### src/rtl/mpadd_seq_pkg.sv
// mpadd_seq_pkg: FSM state encodings and index-width helper shared by the
// multi-precision add/subtract sequencer.
package mpadd_seq_pkg;

    typedef enum logic [1:0] {
        S_IDLE = 2'd0,
        S_RUN  = 2'd1,
        S_DONE = 2'd2
    } state_e;

    function automatic int idx_width(input int n);
        return (n > 1) ? $clog2(n) : 1;
    endfunction

endpackage

### src/rtl/mpadd_seq_addsub.sv
// mpadd_seq_addsub: one-word adder/subtractor; carry=0 injects the subtract +1,
// carry=1 chains cin from the previous word.
module mpadd_seq_addsub #(
    parameter int WORD_SIZE = 8
) (
    input  logic [WORD_SIZE-1:0] x,
    input  logic [WORD_SIZE-1:0] y,
    input  logic                 sub,
    input  logic                 cin,
    input  logic                 carry,
    output logic [WORD_SIZE-1:0] sum,
    output logic                 cout
);

    logic ci;

    assign ci = carry ? cin : sub;
    assign {cout, sum} = {1'b0, x} + {1'b0, y ^ {WORD_SIZE{sub}}} + {{WORD_SIZE{1'b0}}, ci};

endmodule

### src/rtl/mpadd_seq.sv
// mpadd_seq: feeds wide operands LSW-first through one addsub word per cycle,
// chaining the carry and assembling the wide result plus cout/zero/ovf flags.
module mpadd_seq
    import mpadd_seq_pkg::*;
#(
    parameter  int WORD_SIZE = 8,
    parameter  int NUM_WORDS = 4,
    localparam int W         = WORD_SIZE * NUM_WORDS
) (
    input  logic         clk,
    input  logic         rst,
    input  logic         start,
    input  logic         sub,
    input  logic [W-1:0] a,
    input  logic [W-1:0] b,
    output logic         ready,
    output logic         done,
    output logic [W-1:0] result,
    output logic         cout,
    output logic         zero,
    output logic         ovf
);

    localparam int IW = idx_width(NUM_WORDS);

    state_e               state_q, state_d;
    logic [IW-1:0]        idx_q, idx_d;
    logic [W-1:0]         a_q, a_d, b_q, b_d, acc_q, acc_d, result_q, result_d;
    logic                 sub_q, sub_d, carry_q, carry_d, zacc_q, zacc_d;
    logic                 cout_q, cout_d, zero_q, zero_d, ovf_q, ovf_d;
    logic [WORD_SIZE-1:0] x_w, y_w, sum_w;
    logic                 co_w, last_w, accept_w;

    assign x_w      = a_q[int'(idx_q) * WORD_SIZE +: WORD_SIZE];
    assign y_w      = b_q[int'(idx_q) * WORD_SIZE +: WORD_SIZE];
    assign last_w   = idx_q == IW'(NUM_WORDS - 1);
    assign accept_w = start && state_q != S_RUN;

    assign ready  = state_q != S_RUN;
    assign done   = state_q == S_DONE;
    assign result = result_q;
    assign cout   = cout_q;
    assign zero   = zero_q;
    assign ovf    = ovf_q;

    mpadd_seq_addsub #(.WORD_SIZE(WORD_SIZE)) u_addsub (
        .x    (x_w),
        .y    (y_w),
        .sub  (sub_q),
        .cin  (carry_q),
        .carry(idx_q != '0),
        .sum  (sum_w),
        .cout (co_w)
    );

    always_comb begin
        state_d  = state_q;
        idx_d    = idx_q;
        a_d      = a_q;
        b_d      = b_q;
        sub_d    = sub_q;
        acc_d    = acc_q;
        carry_d  = carry_q;
        zacc_d   = zacc_q;
        result_d = result_q;
        cout_d   = cout_q;
        zero_d   = zero_q;
        ovf_d    = ovf_q;
        if (accept_w) begin
            a_d     = a;
            b_d     = b;
            sub_d   = sub;
            idx_d   = '0;
            carry_d = 1'b0;
            zacc_d  = 1'b1;
            state_d = S_RUN;
        end else if (state_q == S_DONE) begin
            state_d = S_IDLE;
        end
        if (state_q == S_RUN) begin
            acc_d[int'(idx_q) * WORD_SIZE +: WORD_SIZE] = sum_w;
            carry_d = co_w;
            zacc_d  = zacc_q & (sum_w == '0);
            idx_d   = idx_q + 1'b1;
            // Flags land on the same edge as the most significant word.
            if (last_w) begin
                state_d  = S_DONE;
                idx_d    = '0;
                result_d = acc_d;
                cout_d   = co_w;
                zero_d   = zacc_d;
                ovf_d    = (a_q[W-1] == (b_q[W-1] ^ sub_q)) && (sum_w[WORD_SIZE-1] != a_q[W-1]);
            end
        end
    end

    always_ff @(posedge clk or posedge rst) begin
        if (rst) begin
            state_q  <= S_IDLE;
            idx_q    <= '0;
            a_q      <= '0;
            b_q      <= '0;
            sub_q    <= 1'b0;
            acc_q    <= '0;
            carry_q  <= 1'b0;
            zacc_q   <= 1'b0;
            result_q <= '0;
            cout_q   <= 1'b0;
            zero_q   <= 1'b0;
            ovf_q    <= 1'b0;
        end else begin
            state_q  <= state_d;
            idx_q    <= idx_d;
            a_q      <= a_d;
            b_q      <= b_d;
            sub_q    <= sub_d;
            acc_q    <= acc_d;
            carry_q  <= carry_d;
            zacc_q   <= zacc_d;
            result_q <= result_d;
            cout_q   <= cout_d;
            zero_q   <= zero_d;
            ovf_q    <= ovf_d;
        end
    end

endmodule

### config.mk
export PLATFORM = sky130hd
export DESIGN_NAME = mpadd_seq
export DESIGN_NICKNAME = d
export VERILOG_FILES = /design/src/rtl/mpadd_seq_pkg.sv /design/src/rtl/mpadd_seq_addsub.sv /design/src/rtl/mpadd_seq.sv
export SDC_FILE = /design/constraint.sdc
export NUM_CORES = 1
export LEC_CHECK = 0
export CAP_MARGIN = 20
export CELL_PAD_IN_SITES_DETAIL_PLACEMENT = 0
export CELL_PAD_IN_SITES_GLOBAL_PLACEMENT = 1
export CORE_AREA = 2 2 122 124
export DETAILED_ROUTE_END_ITERATION = 7
export DIE_AREA = 0 0 124 126
export PLACE_DENSITY = 0.95
export SKIP_LAST_GASP = 1
export SLEW_MARGIN = 10
export SYNTH_ARGS = -nofsm -noshare
export SYNTH_HDL_FRONTEND = slang
export SYNTH_SLANG_ARGS = --single-unit
### constraint.sdc
create_clock -name clk -period 8.4 [get_ports clk]
set_input_delay 1.68 -clock clk [delete_from_list [all_inputs] [get_ports clk]]
set_output_delay 1.68 -clock clk [all_outputs]
set_load 0.02 [all_outputs]
; ---- Yosys cells after proc, flatten, opt, wreduce, memory -nomap -nowiden
; Index checks and enable logic that the tools add are counted.
[word_totals]
regBits = 138
wordCells = 48
[classes]
add_sub_neg = 4
n_eq_ne = 6
shifts = 4
muxes = 13
bitwise = 3
n_reduce_logical = 6
[ops]
columns = cell, n
row1 = 32-bit by 6-bit variable part select with 8-bit output, 2
row2 = 5-bit negation with 33-bit output, 1
row3 = 8-bit by 33-bit variable shift with 32-bit output (first input constant), 1
row4 = 8-bit by 33-bit variable part select with 32-bit output, 1
row5 = 32-bit bitwise mux, 1
row6 = 2-bit two-way mux, 7
row7 = 8-bit by 8-bit adder with 9-bit output, 1
row8 = 9-bit by 1-bit adder with 9-bit output, 1
row9 = 8-bit logical NOT, 1
row10 = 8-bit XOR, 1
row11 = 1-bit two-way mux, 5
row12 = 2-bit == test (second input constant), 2
row13 = 2-bit nonzero test, 2
row14 = 2-bit by 1-bit adder with 2-bit output (second input constant), 1
row15 = 2-bit by 1-bit == test with 1-bit output (second input constant), 1
row16 = 1-bit logical AND, 2
row17 = 2-bit by 1-bit != test with 1-bit output (second input constant), 1
row18 = 2-bit AND reduction, 1
row19 = 1-bit bitwise AND, 1
row20 = 1-bit == test, 1
row21 = 1-bit != test, 1
row22 = 1-bit XOR, 1

; ---- Logic depth before layout (Yosys ltp)
[logic_depth]
ltp_word = 7
ltp_mapped = 14

; ---- Cells and area by module
; Synthesis repeated with hierarchy kept, for this count alone.
[hier_totals]
cells_unflattened = 548
hier_area_um2 = 6816.5
[by_module_without_submodules]
columns = mod, n_inst, cells_per_inst, area_each_um2, seq_area_each_um2
row1 = mpadd_seq, 1, 496, 6412.4, 3453.3
row2 = mpadd_seq_addsub, 1, 52, 404.1, 0.0

; ---- Least setup slack after synthesis
; Ideal clock, no wire load.
[synth_path]
kind = flip-flop to flip-flop
startpoint = register idx_q[0]
endpoint = register zacc_q
setup_ns = 0.103
t_arrival_ns = 3.879
required_time_ns = 8.297
path_slack_ns = 4.417
stages_incl_launch_ff = 14
n_path_buf = 2
cell_sequence = dfrtp_1 buf_2 buf_2 mux4_2 xor2_1 fa_1 inv_1 fa_1 and2b_1 o21ai_2 xnor2_2 or4b_1 or3_1 o41ai_2
[synth_between]
elab_chain_len = 7
word_cells_on_any_way = 10
cone_classes = add/sub (2) / shift (2) / mux (2) / bitwise (2) / reduce/logical (2)
[synth_rtl]
columns = element, line_no
row1 = from (decl), mpadd_seq.sv:27  ; logic [IW-1:0] idx_q, idx_d;
row2 = from (signal assigned), mpadd_seq.sv:113  ; idx_q <= idx_d;
row3 = 32-bit by 6-bit variable part select with 8-bit output, mpadd_seq.sv:35  ; assign y_w = b_q[int'(idx_q) * WORD_SIZE +: WORD_SIZE];
row4 = 8-bit XOR, mpadd_seq_addsub.sv:18  ; assign {cout, sum} = {1'b0, x} + {1'b0, y ^ {WORD_SIZE{sub}}} + {{WORD_SIZE{1'b0}}, ci};
row5 = 8-bit by 8-bit adder with 9-bit output, mpadd_seq_addsub.sv:18
row6 = 9-bit by 1-bit adder with 9-bit output *, mpadd_seq_addsub.sv:18
row7 = 8-bit logical NOT *, mpadd_seq.sv:83  ; zacc_d = zacc_q & (sum_w == '0);
row8 = 1-bit bitwise AND *, mpadd_seq.sv:83
row9 = 1-bit two-way mux *, mpadd_seq.sv:80  ; if (state_q == S_RUN) begin
row10 = to (signal assigned), mpadd_seq.sv:119  ; zacc_q <= zacc_d;
row11 = to (decl), mpadd_seq.sv:29  ; logic sub_q, sub_d, carry_q, carry_d, zacc_q, zacc_d;
; Every way passes the cells marked *; elsewhere a longest branch is shown, timed or not.
; A chain may end at the register's enable or synchronous reset.

; ---- Final worst setup path
[layout_path]
startpoint = register idx_q[1]
endpoint = register zacc_q
; The elaborated chain is that of the path after synthesis.

==> results.json <==
{
  "place_worst_setup_slack_ps": 4150,
  "grt_remaining_overflow": 0,
  "yosys_warnings": 0,
  "placedCellCount": 789,
  "die_height_um": 126,
  "critical_path_peak_fanout": 20,
  "async_reset_ff_share_pct": 100,
  "maxClockFrequency_ghz": 0.235,
  "final_nets": 709,
  "post_cts_hold_buffer_count": 0,
  "route.vias.total": 4502,
  "tritoncts": "built",
  "maximum_capacitance_violations": 0,
  "drv_slew": 0,
  "cts_made_buffers": 17,
  "worstPathRequired_ps": 8710,
  "areaGrowthSynthToFinish_pct": 28.8,
  "grt_start_max_net_pins": 85,
  "setup_violations": 0,
  "crit_path_start_kind": "flop",
  "die_area_mm2": 0.0156,
  "critical_path.endpoint_type": "flop",
  "finalWeightedCongestion": 0.840,
  "grt_first_pass_wirelength_um": 24100,
  "total_negative_slack_ps": 0,
  "drtIter0Drc": 312,
  "clockRootBuffer": "sky130_fd_sc_hd__clkbuf_16",
  "dp.final_hpwl_um": 10100,
  "route.detailed.drc": 0,
  "drt_pre_antenna_iters": 4,
  "synthFlopType": "sky130_fd_sc_hd__dfrtp_1",
  "post-cts-setup-buffer-count": 0,
  "grt_setup_unrepaired": "false",
  "timing.final.crit_share_pct": 50.6,
  "area_of_the_core_region_mm2": 0.0143,
  "routedWlPerCell_um": 17.8,
  "fillers": 1174,
  "drive_gt1_share_pct": 20.7,
  "routedLengthMet1_um": 6420,
  "detailroute.wirelength.met2_um": 7130,
  "die_x_um": 124,
  "finalWorstSetupSlack_ps": 4150,
  "finish.cell_count_without_fillers": 823,
  "cp.arrival_ps": 4560,
  "synth_seq_cells": 138,
  "slew_headroom_pct": 34.6,
  "postSynthAreaPerCell_um2": 12.2,
  "global_route.usage.total_pct": 20.3,
  "route.met3.wl_um": 778,
  "final_antenna_diode_count": 0,
  "post_synth_num_cell_types": 49,
  "floorplan.initialDensity_pct": 44.9,
  "top_layer_used": "met4",
  "hold_class": "flop to flop",
  "postCtsResizedCells": 0,
  "critPathKind": "flop to flop",
  "synthCells": 526,
  "cts.htree.levels": 4,
  "synth-seq-area-share_pct": 53.7,
  "edff_count_synth": 0,
  "hold_ws_ps": 473,
  "cts_sinks": 138,
  "dominant_cell_by_count_in_the_synthesized_netlist": "sky130_fd_sc_hd__dfrtp_1",
  "detail_route.wirelength_um": 14700,
  "antenna_found_initial": 0,
  "place.port_buffers": 104,
  "vias_per_std_cell": 5.47,
  "syn-cell-area_mm2": 0.00643,
  "cts-root-to-sink-buffers": 2,
  "synth.top_cells.by_area": "sky130_fd_sc_hd__dfrtp_1 (54%), sky130_fd_sc_hd__mux2_2 (12%), sky130_fd_sc_hd__mux4_2 (5.6%), sky130_fd_sc_hd__nand2_1 (2.7%), sky130_fd_sc_hd__a22o_1 (2.7%)",
  "pin_count": 105,
  "synthDominantAreaCellType": "sky130_fd_sc_hd__dfrtp_1",
  "actual_slew_at_the_worst_max_slew_pin_ps": 974,
  "final.setup_skew_ps": 6.13,
  "clock_insertion_delay_worst_skew_ps": 420,
  "row_count": 44,
  "outcome": "finished clean",
  "drt_antenna_net_count": 0,
  "timing.final.hold_violations": 0,
  "synth_commonest_cells": "sky130_fd_sc_hd__dfrtp_1 (138), sky130_fd_sc_hd__mux2_2 (67), sky130_fd_sc_hd__nand2_1 (47)",
  "clk_pin_slew_ps": 50,
  "via_count_of_the_first_global_routing_pass": 4634,
  "synth_fp_nets": 609,
  "period_needed_ps": 4250,
  "synth_top_area_share_pct": 53.7
}
stage by stage:
stage | area, um2 | utilization [%]
after global routing | 8290 | 57.9
after CTS | 8250 | 57.6
after detailed placement | 7630 | 53.3
after global placement | 7630 | 53.3
final | 8290 | 57.9
after floorplan | 6430 | -
final cells by class:
cell class / count / area, um2 / area share (%)
Multi-Input combinational cell: 342 / 2800 / 33.8
Tap cell: 184 / 230 / 2.78
Inverter: 15 / 58.8 / 0.710
Clock buffer: 20 / 447 / 5.39
Clock inverter: 12 / 173 / 2.08
Timing Repair Buffer: 112 / 1120 / 13.5
Sequential cell: 138 / 3450 / 41.7
placed cells by master (no fill, tap or decap), drive strengths merged, types with 2 or more instances in the layout:
| master | Yosys | final |
|---|---|---|
| nor2b | 26 | 26 |
| o221ai | 4 | 4 |
| xor2 | 10 | 10 |
| inv | 15 | 15 |
| clkinvlp | 0 | 2 |
| o31ai | 6 | 6 |
| bufinv | 0 | 4 |
| o41ai | 2 | 2 |
| o21a | 6 | 6 |
| a22o | 24 | 24 |
| nand3 | 4 | 4 |
| mux2 | 67 | 67 |
| mux4 | 16 | 16 |
| nand3b | 2 | 2 |
| nor4 | 3 | 3 |
| mux2i | 2 | 2 |
| nand2 | 47 | 47 |
| fa | 2 | 2 |
| o21ai | 37 | 37 |
| nor3 | 2 | 2 |
| clkdlybuf4s50 | 0 | 104 |
| ha | 13 | 13 |
| xnor2 | 5 | 5 |
| or2 | 3 | 3 |
| nor3b | 4 | 4 |
| nand4 | 3 | 3 |
| clkbuf | 27 | 20 |
| nor2 | 10 | 10 |
| dfrtp | 138 | 138 |
| a21oi | 31 | 31 |
| clkinv | 0 | 6 |
| buf | 4 | 8 |
| and3 | 2 | 2 |
sequential cells by signal (all words and copies together) (netlist names), 2 cells and up:
| register | flops |
|---|---|
| idx_q | 2 |
| b_q | 32 |
| acc_q | 32 |
| state_q | 2 |
| result | 32 |
| a_q | 32 |
final timing paths:
check                             end  slack [ps]  depth (start not counted)     start
max                            zacc_q        4150                         12  idx_q[1]
min                          acc_q[7]         470                          2  acc_q[7]
max reg2reg                    zacc_q        4150                         12  idx_q[1]
min reg2reg                  acc_q[7]         470                          2  acc_q[7]
max in group asynchronous  result[16]        5490                          4       rst
min in group asynchronous     b_q[15]        1710                          2       rst
layer usage:
| layer | GRT usage, % | up-vias |
|---|---|---|
| li1 | - | 2092 |
| met1 | 26.8 | 2237 |
| met2 | 32.2 | 141 |
| met3 | 4.66 | 32 |
| met4 | 8.33 | 0 |
| met5 | 0 | - |
cells by family after synthesis:
family / Yosys count / synth area share, %
buffers and inverters: 46 / 2.76
XOR/XNOR: 15 / 2.16
flip-flops: 138 / 53.7
AND/OR/NAND/NOR: 112 / 8.91
adder cells (fa/ha/maj): 15 / 3.15
AO/OA/AOI/OAI: 115 / 11.7
multiplexers: 85 / 17.6
worst max-delay path, stage by stage, from the launching register on:
cell and delay (ps):
sky130_fd_sc_hd__dfrtp_1 920, sky130_fd_sc_hd__inv_1 230, sky130_fd_sc_hd__ha_1 320, sky130_fd_sc_hd__mux2_2 300, sky130_fd_sc_hd__fa_1 380, sky130_fd_sc_hd__inv_1 80
sky130_fd_sc_hd__fa_1 190, sky130_fd_sc_hd__and2b_1 210, sky130_fd_sc_hd__o21ai_2 180, sky130_fd_sc_hd__xnor2_2 180, sky130_fd_sc_hd__or4b_1 480, sky130_fd_sc_hd__or3_1 350
sky130_fd_sc_hd__o41ai_2 310
Power is not shown: default switching activity piles up to over one toggle a cycle in this logic, so the estimate is an artifact.
